`config.mk`:
```
export PLATFORM = sky130hd
export DESIGN_NAME = alu_nibble_serial
export DESIGN_NICKNAME = d
export VERILOG_FILES = /design/src/rtl/alu_nibble_serial.sv
export SDC_FILE = /design/constraint.sdc
export NUM_CORES = 1
export LEC_CHECK = 0
export CAP_MARGIN = 20
export CORE_UTILIZATION = 45
export CTS_CLUSTER_DIAMETER = 60
export DETAILED_ROUTE_END_ITERATION = 10
export PLACE_DENSITY = 0.74
export SYNTH_ARGS = -nofsm -noshare
export SYNTH_HDL_FRONTEND = slang
export SYNTH_SLANG_ARGS = --single-unit
```
`constraint.sdc`:
```
create_clock -name clk -period 3.58 [get_ports clk]
set_clock_uncertainty 0.2 [all_clocks]
set_input_delay 0.537 -clock clk [delete_from_list [all_inputs] [get_ports clk]]
set_output_delay 0.537 -clock clk [all_outputs]
set_load 0.03 [all_outputs]
```
`src/rtl/alu_nibble_serial.sv`:
```
// ============================================================================
// alu_nibble_serial : nibble-serial ALU, one 4-bit slice per clock, LSB first
// Revision: 1.0
// ============================================================================
`default_nettype none

module alu_nibble_serial #(
  parameter int WIDTH    = 8,
  parameter int H_NIBBLE = 0
) (
  input  logic             clk,
  input  logic             rst,
  input  logic             in_valid,
  output logic             in_ready,
  input  logic [4:0]       in_op,
  input  logic [WIDTH-1:0] in_a,
  input  logic [WIDTH-1:0] in_b,
  input  logic [3:0]       in_flags,
  output logic             out_valid,
  input  logic             out_ready,
  output logic [WIDTH-1:0] out_result,
  output logic [3:0]       out_flags
);

  localparam int N  = WIDTH / 4;
  localparam int KW = (N > 1) ? $clog2(N) : 1;
  localparam logic [KW-1:0] K_LAST = KW'(N - 1);
  localparam logic [KW-1:0] K_H    = KW'(H_NIBBLE);

  localparam logic [4:0] OP_ADD = 5'b00000;
  localparam logic [4:0] OP_ADC = 5'b00001;
  localparam logic [4:0] OP_SUB = 5'b00010;
  localparam logic [4:0] OP_SBC = 5'b00011;
  localparam logic [4:0] OP_AND = 5'b00100;
  localparam logic [4:0] OP_XOR = 5'b00101;
  localparam logic [4:0] OP_OR  = 5'b00110;
  localparam logic [4:0] OP_CP  = 5'b00111;

  typedef enum logic [1:0] {
    S_IDLE = 2'd0,
    S_RUN  = 2'd1,
    S_DONE = 2'd2
  } state_t;

  state_t           state_q, state_d;
  logic [KW-1:0]    k_q, k_d;
  logic [4:0]       op_q, op_d;
  logic [WIDTH-1:0] a_q, a_d;
  logic [WIDTH-1:0] b_q, b_d;
  logic [3:0]       flags_q, flags_d;
  logic [WIDTH-1:0] res_q, res_d;
  logic             carry_q, carry_d;
  logic             h_q, h_d;
  logic             nz_q, nz_d;
  logic             in_ready_q, in_ready_d;
  logic             out_valid_q, out_valid_d;
  logic [WIDTH-1:0] out_result_q, out_result_d;
  logic [3:0]       out_flags_q, out_flags_d;

  logic       is_sub, is_arith, is_logic;
  logic [3:0] a_nib, b_nib, b_eff, logic_nib, res_nib, z_nib;
  logic [4:0] sum;
  logic       h_now, z_final, carry_init;

  assign is_sub   = (op_q == OP_SUB) || (op_q == OP_SBC) || (op_q == OP_CP);
  assign is_arith = (op_q == OP_ADD) || (op_q == OP_ADC) || is_sub;
  assign is_logic = (op_q == OP_AND) || (op_q == OP_XOR) || (op_q == OP_OR);

  always_comb begin
    a_nib = a_q[3:0];
    b_nib = b_q[3:0];
    b_eff = is_sub ? ~b_nib : b_nib;
    sum   = {1'b0, a_nib} + {1'b0, b_eff} + {4'b0000, carry_q};

    logic_nib = a_nib | b_nib;
    if (op_q == OP_AND) begin
      logic_nib = a_nib & b_nib;
    end else if (op_q == OP_XOR) begin
      logic_nib = a_nib ^ b_nib;
    end

    // CP reports the subtraction's flags but returns operand A untouched.
    res_nib = a_nib;
    z_nib   = a_nib;
    if (is_arith) begin
      z_nib = sum[3:0];
      if (op_q != OP_CP) begin
        res_nib = sum[3:0];
      end
    end else if (is_logic) begin
      res_nib = logic_nib;
      z_nib   = logic_nib;
    end

    h_now   = (k_q == K_H) ? sum[4] : h_q;
    z_final = ~(nz_q | (|z_nib));

    // Subtraction runs as A + ~B + c, so a set carry-in means "no borrow".
    case (in_op)
      OP_ADC:        carry_init = in_flags[0];
      OP_SBC:        carry_init = ~in_flags[0];
      OP_SUB, OP_CP: carry_init = 1'b1;
      default:       carry_init = 1'b0;
    endcase
  end

  always_comb begin
    state_d      = state_q;
    k_d          = k_q;
    op_d         = op_q;
    a_d          = a_q;
    b_d          = b_q;
    flags_d      = flags_q;
    res_d        = res_q;
    carry_d      = carry_q;
    h_d          = h_q;
    nz_d         = nz_q;
    in_ready_d   = in_ready_q;
    out_valid_d  = out_valid_q;
    out_result_d = out_result_q;
    out_flags_d  = out_flags_q;

    case (state_q)
      S_IDLE: begin
        if (in_valid) begin
          op_d       = in_op;
          a_d        = in_a;
          b_d        = in_b;
          flags_d    = in_flags;
          k_d        = '0;
          carry_d    = carry_init;
          h_d        = 1'b0;
          nz_d       = 1'b0;
          in_ready_d = 1'b0;
          state_d    = S_RUN;
        end
      end

      S_RUN: begin
        a_d     = a_q >> 4;
        b_d     = b_q >> 4;
        res_d   = (res_q >> 4) | {res_nib, {(WIDTH-4){1'b0}}};
        carry_d = sum[4];
        h_d     = h_now;
        nz_d    = nz_q | (|z_nib);
        k_d     = k_q + KW'(1);
        if (k_q == K_LAST) begin
          state_d      = S_DONE;
          out_valid_d  = 1'b1;
          out_result_d = res_d;
          if (is_arith) begin
            out_flags_d = {z_final, is_sub, h_now ^ is_sub, sum[4] ^ is_sub};
          end else if (is_logic) begin
            out_flags_d = {z_final, 1'b0, op_q == OP_AND, 1'b0};
          end else begin
            out_flags_d = flags_q;
          end
        end
      end

      S_DONE: begin
        if (out_ready) begin
          out_valid_d = 1'b0;
          in_ready_d  = 1'b1;
          state_d     = S_IDLE;
        end
      end

      default: begin
        state_d     = S_IDLE;
        out_valid_d = 1'b0;
        in_ready_d  = 1'b1;
      end
    endcase
  end

  always_ff @(posedge clk) begin
    if (rst) begin
      state_q      <= S_IDLE;
      k_q          <= '0;
      op_q         <= '0;
      a_q          <= '0;
      b_q          <= '0;
      flags_q      <= '0;
      res_q        <= '0;
      carry_q      <= 1'b0;
      h_q          <= 1'b0;
      nz_q         <= 1'b0;
      in_ready_q   <= 1'b1;
      out_valid_q  <= 1'b0;
      out_result_q <= '0;
      out_flags_q  <= '0;
    end else begin
      state_q      <= state_d;
      k_q          <= k_d;
      op_q         <= op_d;
      a_q          <= a_d;
      b_q          <= b_d;
      flags_q      <= flags_d;
      res_q        <= res_d;
      carry_q      <= carry_d;
      h_q          <= h_d;
      nz_q         <= nz_d;
      in_ready_q   <= in_ready_d;
      out_valid_q  <= out_valid_d;
      out_result_q <= out_result_d;
      out_flags_q  <= out_flags_d;
    end
  end

  assign in_ready   = in_ready_q;
  assign out_valid  = out_valid_q;
  assign out_result = out_result_q;
  assign out_flags  = out_flags_q;

endmodule

`default_nettype wire

```
==> metrics <==
Syn Area/Cell about 8.1 µm²; peak supply drop about 0.23 mV; placed insts around 400; P_int 0.932 mW; Final Wtd Congestion between 0.9 and 1; TritonCTS clock tree yes; crit path cell chain or2_2, a21oi_2, nand2_1, xnor2_1, fa_1, inv_1, fa_1, a21o_1, a21o_1, mux2_2, a211o_1, nand4_1, a31oi_1; Clk pwr share around 30%; area of the multi-input gates approximately 1300 µm²; Syn Nets approximately 350; Synth Cell Area 2440 µm²; design area 3040 µm²; Final Hold Viols 0; vias per cell approximately 5.4; Post-Route Setup TNS 0 ns; Tightest Pin Transition ~0.75 ns; post-synthesis sequential area ratio 40.1%; Reg area a little under 1000 µm²; Area after DPL slightly below 3000 µm²; wirelength, routed between 5000 and 6000 µm; Die ar. 5730 µm²; ranking of synthesized cells by area dfxtp_1 40%, nand2_1 6.6%, a21oi_1 6.6%, ha_1 6.1%, nor2_1 6.0%; Yosys cell types 42; total grt overflow 0; Port Buffers between 40 and 50; Die X approximately 76 µm; all-layer global routing usage between 20% and 30%; largest net degree at the start of global routing 35; top-count cell post-synth dfxtp_1; Critical Path Sink Type register; Synth area leader dfxtp_1; Clock Path Buffers 2; status finished clean; number of flops mapped to enable cells by yosys 0; Comb power frac about a quarter; CP max FO 9; 1st-pass router iterations 4; Site Rows 26; # Max-Cap Violations 0; CP peak stage delay about 0.40 ns; minimum clock period 3.31 ns; Root Driver clkbuf_8; flops & latches, synth 49; Sw Share 29.5%; crit share post-route between 90 and 100%; Setup violations, final 0; core area a little over 5000 µm²; io pins 43; critical path type reg -> reg; worst endpoint required time approximately 3.6 ns; fin nets 382; antenna violations before repair 0; area share of the largest cell type after synthesis around two fifths; vias in the first global route 2022; fillcell total ~500; Leak about 1.2 nW; clk slew on worst S/H paths 0.09 ns; Switching Power between 0.3 and 0.4 mW; Final Non-Filler Cells 410; antenna violation net count after detailed routing 0; via count between 2000 and 2500; asr flop ratio synth 0%; sinks on the clock net ~50; slowest CP cell fa_1; DP HPWL approximately 4200 µm; starting density of the core between 40% and 50%; Area growth, synth to finish 24.5%; WL/cell between 10 and 15 µm; total power between 1 and 1.5 mW; TritonCTS buffer count 5; htree depth 2; predominant post-synthesis flop cell dfxtp_1; Yosys Warn Count 0; Max Slew Vio Count 0; 1st-iter DRT viols 62; Synth Instances slightly above 300; Worst EP arrival between 3 and 4 ns; share of cells above drive strength 1 6.47%; Clk Latency, worst-skew pair roughly 0.31 ns; RSZ-0062 raised after global routing no; register share of total power ~46%; Diodes inserted 0; Startpoint Class register; PwrDens between 400 and 500 nW/µm²; Commonest cells post-synth 49 x dfxtp_1, 43 x nand2_1, 39 x nor2_1; DRC Markers 0; Rel. slew slack between 40% and 50%; CTS Hold Bufs 0; Die Height 75.7 µm; worst min path class reg -> reg; Fmax achieved around 0.3 GHz; first-pass GRT wire length between 9000 and 10000 µm
[metrics by stage]
stage	util (%)	hold WS [ns]	setup slack, ns
after floorplan	-	0.232	0.281
final	58.8	0.260	0.267
after CTS	58.8	0.263	0.222
after global routing	58.8	0.287	0.100
after detailed placement	56.6	0.248	0.237
after global placement	56.6	0.244	0.338
[final timing paths]
check | from | to | slack, ns | cells past startpoint
max | op_q[4]$_SDFFE_PP0P_ | out_flags[1]$_SDFFE_PP0P_ | 0.27 | 13
min | out_result[0]$_SDFFE_PP0P_ | out_result[0]$_SDFFE_PP0P_ | 0.26 | 2
max reg2reg | op_q[4]$_SDFFE_PP0P_ | out_flags[1]$_SDFFE_PP0P_ | 0.27 | 13
min reg2reg | out_result[0]$_SDFFE_PP0P_ | out_result[0]$_SDFFE_PP0P_ | 0.26 | 2
[logic make-up (layout without fill, tap and decap cells)]
group / after synthesis / in the layout / synth area share [%]
simple gates: 124 / 124 / 23.1
compound gates: 76 / 76 / 20.8
flops: 49 / 49 / 40.1
buf+inv: 33 / 70 / 5.27
fa+ha+maj: 14 / 14 / 7.78
xor+xnor: 5 / 5 / 1.79
mux: 2 / 2 / 1.08
[placed cells by master (no fill, tap or decap), drive strengths merged, types with 2 or more instances in the layout]
| master | netlist | final |
|---|---|---|
| dfxtp | 49 | 49 |
| nand2 | 43 | 43 |
| clkdlybuf4s50 | 0 | 42 |
| nor2 | 39 | 39 |
| a21oi | 33 | 33 |
| a211oi | 13 | 13 |
| inv | 12 | 12 |
| nand3 | 12 | 12 |
| ha | 12 | 12 |
| a2111oi | 11 | 11 |
| buf | 2 | 8 |
| nand2b | 7 | 7 |
| clkbuf | 19 | 6 |
| xnor2 | 4 | 4 |
| nor2b | 4 | 4 |
| nor3 | 4 | 4 |
| o21ai | 4 | 4 |
| nor3b | 3 | 3 |
| a31oi | 3 | 3 |
| a221oi | 3 | 3 |
| or2 | 2 | 2 |
| nand3b | 2 | 2 |
| nand4 | 2 | 2 |
| a21o | 2 | 2 |
| fa | 2 | 2 |
| mux2 | 2 | 2 |
[state kept, by name, indices dropped and copies added (netlist names), 2 cells and up]
signal      flops
out_flags       4
op_q            5
res_q           4
flags_q         4
out_result      8
state_q         2
a_q             8
b_q             8
[layer usage]
layer	vias up	global-route usage, %	routed length (µm)
li1	1135	-	-
met1	1020	29.8	2760
met2	41	36.0	2610
met3	8	3.84	149
met4	0	5.76	90
met5	-	0	0
[power by group through the flow]
stage | Clock (mW) | Sequential [mW] | Combinational (mW)
after floorplan | 0 | 0.627 | 0.205
after global placement | 0 | 0.624 | 0.310
after detailed placement | 0 | 0.624 | 0.313
after CTS | 0.402 | 0.611 | 0.314
after global routing | 0.421 | 0.617 | 0.356
final | 0.397 | 0.611 | 0.313
[worst max-delay path, delay by kind of cell (launching register included)]
family / cells / cell delay, ns
buffers and inverters: 1 / 0.06
adder cells (fa/ha/maj): 2 / 0.62
multiplexers: 1 / 0.28
AND/OR/NAND/NOR: 3 / 0.57
AO/OA/AOI/OAI: 5 / 0.95
flip-flops: 1 / 0.33
XOR/XNOR: 1 / 0.20
[cell type report]
type                       count  area share, %
tap                           70           2.88
clock buffer                   6           2.38
sequential                    49           32.2
inverter                      12           1.48
timing repair buffer          50           15.8
multi-input combinational    221           44.0
clock inverter                 2           1.27
[timing repair]
item,in CTS,in global routing
gates resized for setup,0,1
endpoints found under the setup margin,0,1
buffers inserted,0,0
(Power assumes the default switching activity.)
